$ cat src/rtl/bnn_pkg.sv
// Shared types and width helpers for the BNN layer datapath.
// A neuron sum carries 11 bits of headroom above the adder-tree input width.
package bnn_pkg;

    localparam int WIDTH_IN_DEFAULT = 8;

    function automatic int sum_w(input int width_in);
        return width_in + 11;
    endfunction

    function automatic int idx_w(input int n);
        return (n > 1) ? $clog2(n) : 1;
    endfunction

    localparam int SUM_W_DEFAULT = sum_w(WIDTH_IN_DEFAULT);

    typedef logic signed [SUM_W_DEFAULT-1:0] sum_t;

endpackage

$ cat src/rtl/bnn_neuron_binarize_if.sv
// Neuron-sum input stream and activation-vector output stream of the binarize stage.
// Output side: a vector moves on any edge where act_valid && act_ready; act_vec holds while act_valid && !act_ready.
interface bnn_neuron_binarize_if
    import bnn_pkg::*;
#(
    parameter int SUM_W     = SUM_W_DEFAULT,
    parameter int N_NEURONS = 100
);

    logic                    in_valid;
    logic                    in_ready;
    logic signed [SUM_W-1:0] sum_in;
    logic [N_NEURONS-1:0]    act_vec;
    logic                    act_valid;
    logic                    act_ready;

    modport master (
        output in_valid,
        output sum_in,
        output act_ready,
        input  in_ready,
        input  act_vec,
        input  act_valid
    );

    modport slave (
        input  in_valid,
        input  sum_in,
        input  act_ready,
        output in_ready,
        output act_vec,
        output act_valid
    );

endinterface

$ cat src/rtl/bnn_valid_delay.sv
// Valid token delay line that mirrors the fixed-latency adder pipeline.
// Also keeps a running count of tokens currently inside the line.
module bnn_valid_delay #(
    parameter int DEPTH = 6,
    parameter int CNT_W = $clog2(DEPTH + 1)
) (
    input  logic             clk,
    input  logic             rst_n,
    input  logic             din,
    output logic             v_d,
    output logic [CNT_W-1:0] inflight
);

    logic [DEPTH-1:0] v_pipe;

    always_ff @(posedge clk or negedge rst_n) begin
        if (!rst_n) begin
            v_pipe   <= '0;
            inflight <= '0;
        end else begin
            v_pipe[0] <= din;
            for (int i = 1; i < DEPTH; i++) begin
                v_pipe[i] <= v_pipe[i-1];
            end
            case ({din, v_pipe[DEPTH-1]})
                2'b10:   inflight <= inflight + 1'b1;
                2'b01:   inflight <= inflight - 1'b1;
                default: inflight <= inflight;
            endcase
        end
    end

    assign v_d = v_pipe[DEPTH-1];

endmodule

$ cat src/rtl/bnn_neuron_binarize.sv
// Thresholds each neuron sum from the add784 tree, packs the bits into a layer vector
// and offers it downstream through a single output register.
module bnn_neuron_binarize
    import bnn_pkg::*;
#(
    parameter int WIDTH_IN    = 8,
    parameter int ADD_LATENCY = 6,
    parameter int N_NEURONS   = 100,
    localparam int SUM_W      = sum_w(WIDTH_IN),
    localparam int IDX_W      = idx_w(N_NEURONS)
) (
    input  logic                    clk,
    input  logic                    rst_n,
    bnn_neuron_binarize_if.slave    bus,
    input  logic                    thr_we,
    input  logic [IDX_W-1:0]        thr_addr,
    input  logic signed [SUM_W-1:0] thr_data,
    output logic                    overflow
);

    localparam int CNT_W  = $clog2(ADD_LATENCY + 1);
    localparam int PEND_W = ((IDX_W > CNT_W) ? IDX_W : CNT_W) + 1;
    localparam logic [IDX_W-1:0]  LAST_IDX   = IDX_W'(N_NEURONS - 1);
    localparam logic [PEND_W-1:0] PEND_LIMIT = PEND_W'(N_NEURONS - 1);

    logic signed [SUM_W-1:0] thr [N_NEURONS];
    logic [IDX_W-1:0]        idx;
    logic [N_NEURONS-1:0]    acc;
    logic [N_NEURONS-1:0]    acc_next;
    logic [N_NEURONS-1:0]    out_vec;
    logic                    out_valid;
    logic                    ovf;
    logic                    in_ready_int;
    logic                    accept;
    logic                    v_d;
    logic                    act_bit;
    logic                    complete;
    logic                    drain;
    logic [CNT_W-1:0]        inflight;
    logic [PEND_W-1:0]       pending;

    bnn_valid_delay #(
        .DEPTH (ADD_LATENCY),
        .CNT_W (CNT_W)
    ) u_valid_delay (
        .clk      (clk),
        .rst_n    (rst_n),
        .din      (accept),
        .v_d      (v_d),
        .inflight (inflight)
    );

    // Neurons already committed to the current vector: binarized plus still in the adder.
    // Holding back the last neuron while the output is stuck keeps completion from overrunning it.
    assign pending      = PEND_W'(idx) + PEND_W'(inflight);
    assign in_ready_int = !(out_valid && !bus.act_ready && (pending >= PEND_LIMIT));
    assign accept       = bus.in_valid && in_ready_int;

    assign act_bit  = (bus.sum_in >= thr[idx]);
    assign complete = v_d && (idx == LAST_IDX);
    assign drain    = out_valid && bus.act_ready;

    always_comb begin
        acc_next      = acc;
        acc_next[idx] = act_bit;
    end

    always_ff @(posedge clk or negedge rst_n) begin
        if (!rst_n) begin
            idx       <= '0;
            acc       <= '0;
            out_vec   <= '0;
            out_valid <= 1'b0;
            ovf       <= 1'b0;
        end else begin
            if (v_d) begin
                if (complete) begin
                    idx <= '0;
                    acc <= '0;
                end else begin
                    idx <= idx + 1'b1;
                    acc <= acc_next;
                end
            end
            if (complete) begin
                out_vec   <= acc_next;
                out_valid <= 1'b1;
            end else if (drain) begin
                out_valid <= 1'b0;
            end
            if (bus.in_valid && !in_ready_int) begin
                ovf <= 1'b1;
            end
        end
    end

    // Flop array rather than RAM: needs async clear and a same-cycle read at idx.
    always_ff @(posedge clk or negedge rst_n) begin
        if (!rst_n) begin
            for (int i = 0; i < N_NEURONS; i++) begin
                thr[i] <= '0;
            end
        end else if (thr_we && (int'(thr_addr) < N_NEURONS)) begin
            thr[thr_addr] <= thr_data;
        end
    end

    assign bus.in_ready  = in_ready_int;
    assign bus.act_vec   = out_vec;
    assign bus.act_valid = out_valid;
    assign overflow      = ovf;

endmodule

$ cat src/flat_wrapper.sv
// flat-port wrapper written by rule: the top's interface ports become plain ports
module bnn_neuron_binarize_flat import bnn_pkg::*;
#(
    parameter int WIDTH_IN    = 8,
    parameter int ADD_LATENCY = 6,
    parameter int N_NEURONS   = 100,
    localparam int SUM_W      = sum_w(WIDTH_IN),
    localparam int IDX_W      = idx_w(N_NEURONS)
)
  (clk, rst_n, thr_we, thr_addr, thr_data, overflow, bus_in_valid, bus_sum_in, bus_act_ready, bus_in_ready, bus_act_vec, bus_act_valid);
  bnn_neuron_binarize_if #(.SUM_W(19), .N_NEURONS(N_NEURONS)) bus_i ();
  input  logic clk;
  input  logic rst_n;
  input  logic thr_we;
  input  logic [IDX_W-1:0] thr_addr;
  input  logic signed [SUM_W-1:0] thr_data;
  output logic overflow;
  input wire logic [$bits(bus_i.in_valid)-1:0] bus_in_valid;
  input wire logic [$bits(bus_i.sum_in)-1:0] bus_sum_in;
  input wire logic [$bits(bus_i.act_ready)-1:0] bus_act_ready;
  output wire logic [$bits(bus_i.in_ready)-1:0] bus_in_ready;
  output wire logic [$bits(bus_i.act_vec)-1:0] bus_act_vec;
  output wire logic [$bits(bus_i.act_valid)-1:0] bus_act_valid;
  assign bus_i.in_valid = bus_in_valid;
  assign bus_i.sum_in = bus_sum_in;
  assign bus_i.act_ready = bus_act_ready;
  assign bus_in_ready = bus_i.in_ready;
  assign bus_act_vec = bus_i.act_vec;
  assign bus_act_valid = bus_i.act_valid;
  bnn_neuron_binarize #(.WIDTH_IN(WIDTH_IN), .ADD_LATENCY(ADD_LATENCY), .N_NEURONS(N_NEURONS)) u_core (.clk(clk), .rst_n(rst_n), .bus(bus_i), .thr_we(thr_we), .thr_addr(thr_addr), .thr_data(thr_data), .overflow(overflow));
endmodule
$ cat config.mk
export PLATFORM = sky130hd
export DESIGN_NAME = bnn_neuron_binarize_flat
export DESIGN_NICKNAME = d
export VERILOG_FILES = /design/src/rtl/bnn_pkg.sv /design/src/rtl/bnn_neuron_binarize_if.sv /design/src/rtl/bnn_valid_delay.sv /design/src/rtl/bnn_neuron_binarize.sv /design/src/flat_wrapper.sv
export SDC_FILE = /design/constraint.sdc
export NUM_CORES = 2
export LEC_CHECK = 0
export BUFFER_PORTS_ARGS = -buffer_cell sky130_fd_sc_hd__buf_2
export CORE_MARGIN = 1.5
export CORE_UTILIZATION = 45
export DETAILED_ROUTE_END_ITERATION = 8
export GPL_ROUTABILITY_DRIVEN = 0
export PLACE_DENSITY = 0.61
export SYNTH_ARGS = -nofsm -noshare
export SYNTH_HDL_FRONTEND = slang
export SYNTH_HIERARCHICAL = 1
export SYNTH_SLANG_ARGS = --single-unit
$ cat constraint.sdc
create_clock -name clk -period 5.4 [get_ports clk]
set_input_delay 0.54 -clock clk [delete_from_list [all_inputs] [get_ports clk]]
set_output_delay 0.54 -clock clk [all_outputs]
set_load 0.1 [all_outputs]
### Word level (Yosys, flattened, before mapping)

Cells that the tools add are included.
W data, S select, Z words.

| word-level totals | value |
|---|---|
| word-level logic and storage cells | 151 |
| register bits | 2118 |

| operators by class | value |
|---|---|
| add/subtract/negate cells | 4 |
| mux-type cells | 14 |
| order comparisons | 8 |
| bitwise operators | 2 |
| equal/unequal tests | 3 |
| reductions and logical operators | 13 |

Operators with widths:

| kind | number |
|---|---|
| $bwmux W1900 | 1 |
| $bmux W19 S7 | 1 |
| $demux W19 S7 | 1 |
| $bwmux W100 | 1 |
| $mux W100 | 1 |
| $mux W19 | 3 |
| $ge A19 B19 Y1 | 1 |
| $ge A8 B8 Y1 const B | 2 |
| $not A7 Y8 | 2 |
| $logic_and A1 B1 Y1 | 9 |
| $add A7 B3 Y8 | 1 |
| $ge A8 B7 Y1 const B | 1 |
| $lt A7 B8 Y1 const B | 1 |
| $lt A8 B1 Y1 const B | 1 |
| $add A7 B1 Y7 const B | 1 |
| $demux W1 S7 | 1 |
| $eq A7 B7 Y1 const B | 1 |
| $ge A7 B1 Y1 const B | 1 |
| $lt A7 B7 Y1 const B | 1 |
| $mux W7 | 1 |
| $pmux W3 S2 | 1 |
| $reduce_bool A2 Y1 | 2 |
| $add A3 B1 Y3 const B | 1 |
| $mux W1 | 3 |
| other kinds (4) | 5 |

### Longest topological paths before layout

| logic depth | value |
|---|---|
| depth in word-level cells | 7 |
| gate-level depth with buffers | 22 |
| gate-level depth less buffers | 14 |

### By module

The synthesis kept the hierarchy.

Modules (own cells, without submodules):

| module | sequential area each (sq um) | area each (sq um) | cells an instance | instances |
|---|---|---|---|---|
| bnn_neuron_binarize | 52775.6 | 96478.8 | 7231 | 1 |
| bnn_valid_delay | 225.2 | 302.8 | 17 | 1 |

### Worst setup path before layout

No wires, ideal clock.

| timing | value |
|---|---|
| path kind | register -> register |
| start point | register u_core.idx[0] |
| end point | register u_core.acc[86] |
| cell stages (with the launch flop) | 21 |
| required time | 5278 ps |
| path slack | 1142 ps |
| buffers on the path | 7 |
| setup time | 122 ps |
| period minus slack after synthesis | 4258 ps |
| arrival time | 4136 ps |
| cell sequence | dfrtp_1 -> buf_6 -> buf_6 -> buf_6 -> buf_2 -> mux2_2 -> a221oi_1 -> o22ai_1 -> a22oi_1 -> a31oi_1 -> nor4_1 -> ha_1 -> nor2b_1 -> o21a_1 -> o211ai_1 -> o2111a_1 -> buf_2 -> mux2_4 -> buf_2 -> buf_6 -> a32o_1 |

| between the ends | value |
|---|---|
| cells in the longest elaborated chain, start to end | 7 |
| elaborated cells between the ends (all ways) | 14 |
| classes of those cells | order compare: 3; eq/ne: 1; mux: 7; bitwise: 1; reduce/logical: 2 |

RTL lines:

| what | RTL line | RTL |
|---|---|---|
| start, declared | bnn_neuron_binarize.sv:27 | `logic [IDX_W-1:0] idx;` |
| start signal, assigned | bnn_neuron_binarize.sv:81 | `idx <= idx + 1'b1;` |
| $not A7 Y8 (not written as such) | bnn_neuron_binarize.sv:59 | `assign act_bit = (bus.sum_in >= thr[idx]);` |
| $bmux W19 S7 | bnn_neuron_binarize.sv:59 |  |
| $mux W19 (not written as such) (2 in series) | bnn_neuron_binarize.sv:59 |  |
| $ge A19 B19 Y1 | bnn_neuron_binarize.sv:59 |  |
| $bwmux W100 | bnn_neuron_binarize.sv:65 | `acc_next[idx] = act_bit;` |
| $mux W100 * | bnn_neuron_binarize.sv:77 | `if (complete) begin` |
| end signal, assigned | bnn_neuron_binarize.sv:82 | `acc <= acc_next;` |
| end, declared | bnn_neuron_binarize.sv:28 | `logic [N_NEURONS-1:0] acc;` |

Mark *: on every way between the ends. The rest lies on a longest branch, timed or not. The select of a mux whose other input is x is not followed.
A chain may end at the register's enable or synchronous reset.

### Worst setup path after layout

| timing | value |
|---|---|
| start point | register u_core.idx[1] |
| end point | register u_core.acc[68] |

Same word-level chain as after synthesis.

==> impl_metrics.tcl <==
set metrics [dict create \
    max-cap-violations 0 \
    wire_per_inst_um 33.6 \
    globalRouteOverflowTotal 0 \
    worst_ir_drop_vdd_uv 427 \
    tightestPinTransition_ps 1270 \
    total_leakage_power_nw 52.5 \
    critical_path_max_stage_delay_ps 660 \
    worstPathMaxFanout 42 \
    crit_path_end_kind "flop" \
    cts_tree "yes" \
    hold_violations 0 \
    io-pin-count 153 \
    synth-seq-cells 2118 \
    synth_ff_type "sky130_fd_sc_hd__dfrtp_1" \
    timing.final.max_slew_violations 0 \
    synth-seq-area-share 0.548 \
    floorplan.initialDensity 0.452 \
    postSynthCellCount 7248 \
    setup_ws_ps -106 \
    multi_input_comb_area_sq_mm 0.0408 \
    max_freq_mhz 182 \
    finalNetCount 7508 \
    cp_data_required_time_ps 6150 \
    post-route-min-period_ps 5510 \
    globalRouteTotalUtil 0.319 \
    drive_gt1_frac 0.415 \
    placement.io_buffers 152 \
    holdCritPathClass "in2reg" \
    n_fill_cell 18100 \
    tritoncts_num_sinks 2118 \
    worstSetupPathType "reg2reg" \
    ctsLongestPathBuffers 3 \
    yosys_warnings 6 \
    placedCellCount 10000 \
    yosys.cell_types.count 89 \
    grt_max_degree 201 \
    dr_total_vias 67300 \
    chipHeight_um 467 \
    syn-num-nets 7324 \
    start_kind "flop" \
    grt_pass1_wl_um 502000 \
    syn_area_per_cell_sq_um 13.4 \
    die_w_um 467 \
    clk-insertion-delay-late_ps 910 \
    crit_slowest_cell "sky130_fd_sc_hd__nor2b_4" \
    core.rowCount 170 \
    cts-htree-levels 4 \
    critPathArrivalTime_ps 6260 \
    final_antenna_net_count 0 \
    detail_route.first_pass.iterations 7 \
    finish_stage_setup_viols 96 \
    clk_pin_slew_worst_paths_ps 70 \
    vias_per_cell 6.43 \
    layout_common_cells "sky130_fd_sc_hd__dfrtp_1 (2114), sky130_fd_sc_hd__mux2_2 (1937), sky130_fd_sc_hd__buf_4 (426)" \
    layout-area-overhead-vs-synth_pct 13.8 \
    core_area_sq_mm 0.214 \
    asyncSetResetFlopFracSynth 1.00 \
    fin_skew_ps 49.3 \
    dp.final_hpwl_um 226000 \
    synth_largest_area_cell "sky130_fd_sc_hd__dfrtp_1" \
    hold_ws_ps 116 \
    finalNonFillerCells 10500 \
    dr.first_iter.drc_count 7821 \
    period_share 1.02 \
    timing.max_slew.rel_slack 0.147 \
    post_synthesis_instance_area_sq_mm 0.0968 \
    antenna_found_initial 32 \
    layout_commonest_cell "sky130_fd_sc_hd__dfrtp_1" \
    area_share_of_the_largest_cell_type_after_synthesis 0.548 \
    regArea_sq_mm 0.0530 \
    cellPowerDensity_mw_per_mm2 408 \
    power.total_mw 45.0 \
    cts-buffers-inserted 218 \
    postRouteWirelength_um 351000 \
    overall_die_area_sq_mm 0.218 \
    run_status "complete, but fails checks" \
    synth_enable_flop_cells 0 \
    first_global_vias 67100 \
    violations "setup timing" \
    drt_drc_violations_left 0 \
    critical_path_cell_list "buf_12 > nor2b_4 > buf_4 > a221oi_1 > o22ai_1 > nand2_1 > o21ai_1 > nor4_1 > ha_1 > nor2b_1 > o21a_1 > o211ai_1 > o2111a_2 > buf_4 > mux2_4 > buf_12 > a32o_1" \
    cts_root_buffer "sky130_fd_sc_hd__clkbuf_16" \
    synth_area_leaders "sky130_fd_sc_hd__dfrtp_1 (55%), sky130_fd_sc_hd__mux2_2 (23%), sky130_fd_sc_hd__mux2i_1 (2.7%)" \
]
synthesized netlist by cell type, types with 6 or more instances:
cell / instances
sky130_fd_sc_hd__mux2_1: 74
sky130_fd_sc_hd__a22o_1: 52
sky130_fd_sc_hd__o2bb2ai_1: 22
sky130_fd_sc_hd__clkbuf_1: 353
sky130_fd_sc_hd__o22ai_1: 100
sky130_fd_sc_hd__buf_1: 61
sky130_fd_sc_hd__inv_1: 10
sky130_fd_sc_hd__a31oi_1: 18
sky130_fd_sc_hd__and2_1: 6
sky130_fd_sc_hd__o2111ai_1: 7
sky130_fd_sc_hd__a222oi_1: 7
sky130_fd_sc_hd__mux2_2: 1937
sky130_fd_sc_hd__ha_1: 24
sky130_fd_sc_hd__a21oi_1: 69
sky130_fd_sc_hd__and3_1: 8
sky130_fd_sc_hd__o221ai_1: 29
sky130_fd_sc_hd__buf_2: 181
sky130_fd_sc_hd__nand4_1: 7
sky130_fd_sc_hd__nor2_2: 50
sky130_fd_sc_hd__nand2_1: 385
sky130_fd_sc_hd__a221o_1: 31
sky130_fd_sc_hd__mux2i_1: 265
sky130_fd_sc_hd__nand3_1: 20
sky130_fd_sc_hd__nor3_1: 13
sky130_fd_sc_hd__nor2_1: 240
sky130_fd_sc_hd__a22oi_1: 138
sky130_fd_sc_hd__buf_6: 30
sky130_fd_sc_hd__dfrtp_1: 2118
sky130_fd_sc_hd__o211ai_1: 17
sky130_fd_sc_hd__a32o_1: 96
sky130_fd_sc_hd__nand2b_1: 16
sky130_fd_sc_hd__o21ai_0: 308
sky130_fd_sc_hd__buf_4: 44
sky130_fd_sc_hd__a211oi_1: 9
sky130_fd_sc_hd__mux4_2: 106
sky130_fd_sc_hd__nand2_2: 27
sky130_fd_sc_hd__a221oi_1: 217
sky130_fd_sc_hd__nor2b_1: 15
sky130_fd_sc_hd__o22a_1: 23
final timing paths:
kind                                                               start  cells past startpoint                                        to  slack, ps
worst max-delay path                           u_core/idx[1]$_DFFE_PN0P_                     17                u_core/acc[68]$_DFFE_PN0P_       -110
worst min-delay path                                       bus_act_ready                      3          u_core/bus.act_valid$_DFFE_PN0P_        120
worst max register to register                 u_core/idx[1]$_DFFE_PN0P_                     17                u_core/acc[68]$_DFFE_PN0P_       -110
worst min register to register  u_core/u_valid_delay/v_pipe[1]$_DFF_PN0_                      0  u_core/u_valid_delay/v_pipe[2]$_DFF_PN0_        350
max in group asynchronous                                          rst_n                      3              u_core/thr[1701]$_DFFE_PN0P_       3460
min in group asynchronous                                          rst_n                      2               u_core/thr[578]$_DFFE_PN0P_        320
metal layers:
| layer | wire length, um | global-route usage | up-vias |
|---|---|---|---|
| li1 | - | - | 27200 |
| met3 | 33800 | 0.0893 | 941 |
| met5 | 304 | 0.00593 | - |
| met2 | 153000 | 0.473 | 3374 |
| met1 | 140000 | 0.414 | 35700 |
| met4 | 24000 | 0.190 | 28 |
power breakdown:
part	total [mW]	leakage [nW]	internal, mW	switching (mW)
registers	17.7	28.9	17.0	0.690
clock network	15.4	3.61	8.85	6.55
logic	11.8	19.9	3.99	7.84
total	45.0	52.5	29.9	15.1
state kept, by name (all words and copies together) (netlist names):
name / count
u_core/u_valid_delay/v_pipe: 6
u_core/thr: 1900
u_core/bus.act_valid: 1
u_core/overflow: 1
u_core/idx: 7
u_core/u_valid_delay/inflight: 3
u_core/acc: 100
u_core/bus.act_vec: 100
critical path: cells and delay by family, from the launching register on:
family | cells | cell delay, ps
adder cells (fa/ha/maj) | 1 | 330
flip-flops | 1 | 520
buffers and inverters | 4 | 880
AO/OA/AOI/OAI | 7 | 1980
multiplexers | 1 | 340
AND/OR/NAND/NOR | 4 | 1220
cell families after synthesis:
kind of cell | count (synthesis) | share of synthesized area
mux | 2384 | 0.286
flops | 2118 | 0.548
buf+inv | 682 | 0.0329
compound gates | 1204 | 0.0913
xor+xnor | 7 | 0.000633
simple gates | 827 | 0.0377
fa+ha+maj | 26 | 0.00352
timing repair:
item / in CTS / in global routing
resized for setup: 4 / 25
pin swaps: 0 / 4
setup endpoints to repair: 95 / 103
hold endpoints to repair: 69 / 0
hold buffers: 2 / 0
buffers inserted: 0 / 14
metrics by stage:
step                      cell area, sq um  setup slack, ps  setup TNS, ps  utilization
after floorplan                      96800             1140              0            -
after global placement              103000             -115          -9820        0.479
after detailed placement            103000            -60.4          -4040        0.479
after CTS                           110000             9.16              0        0.513
after global routing                110000            -26.8           -336        0.514
final                               110000             -106          -6890        0.514
final cells by class:
class                      count  share of cell area
sequential                  2118               0.481
multi-input combinational   4448               0.371
clock buffer                 338              0.0590
timing repair buffer         633              0.0484
tap                         2838              0.0322
clock inverter                66             0.00766
inverter                      13            0.000511
antenna                       12            0.000273
Power figures use the tool's default switching activity.
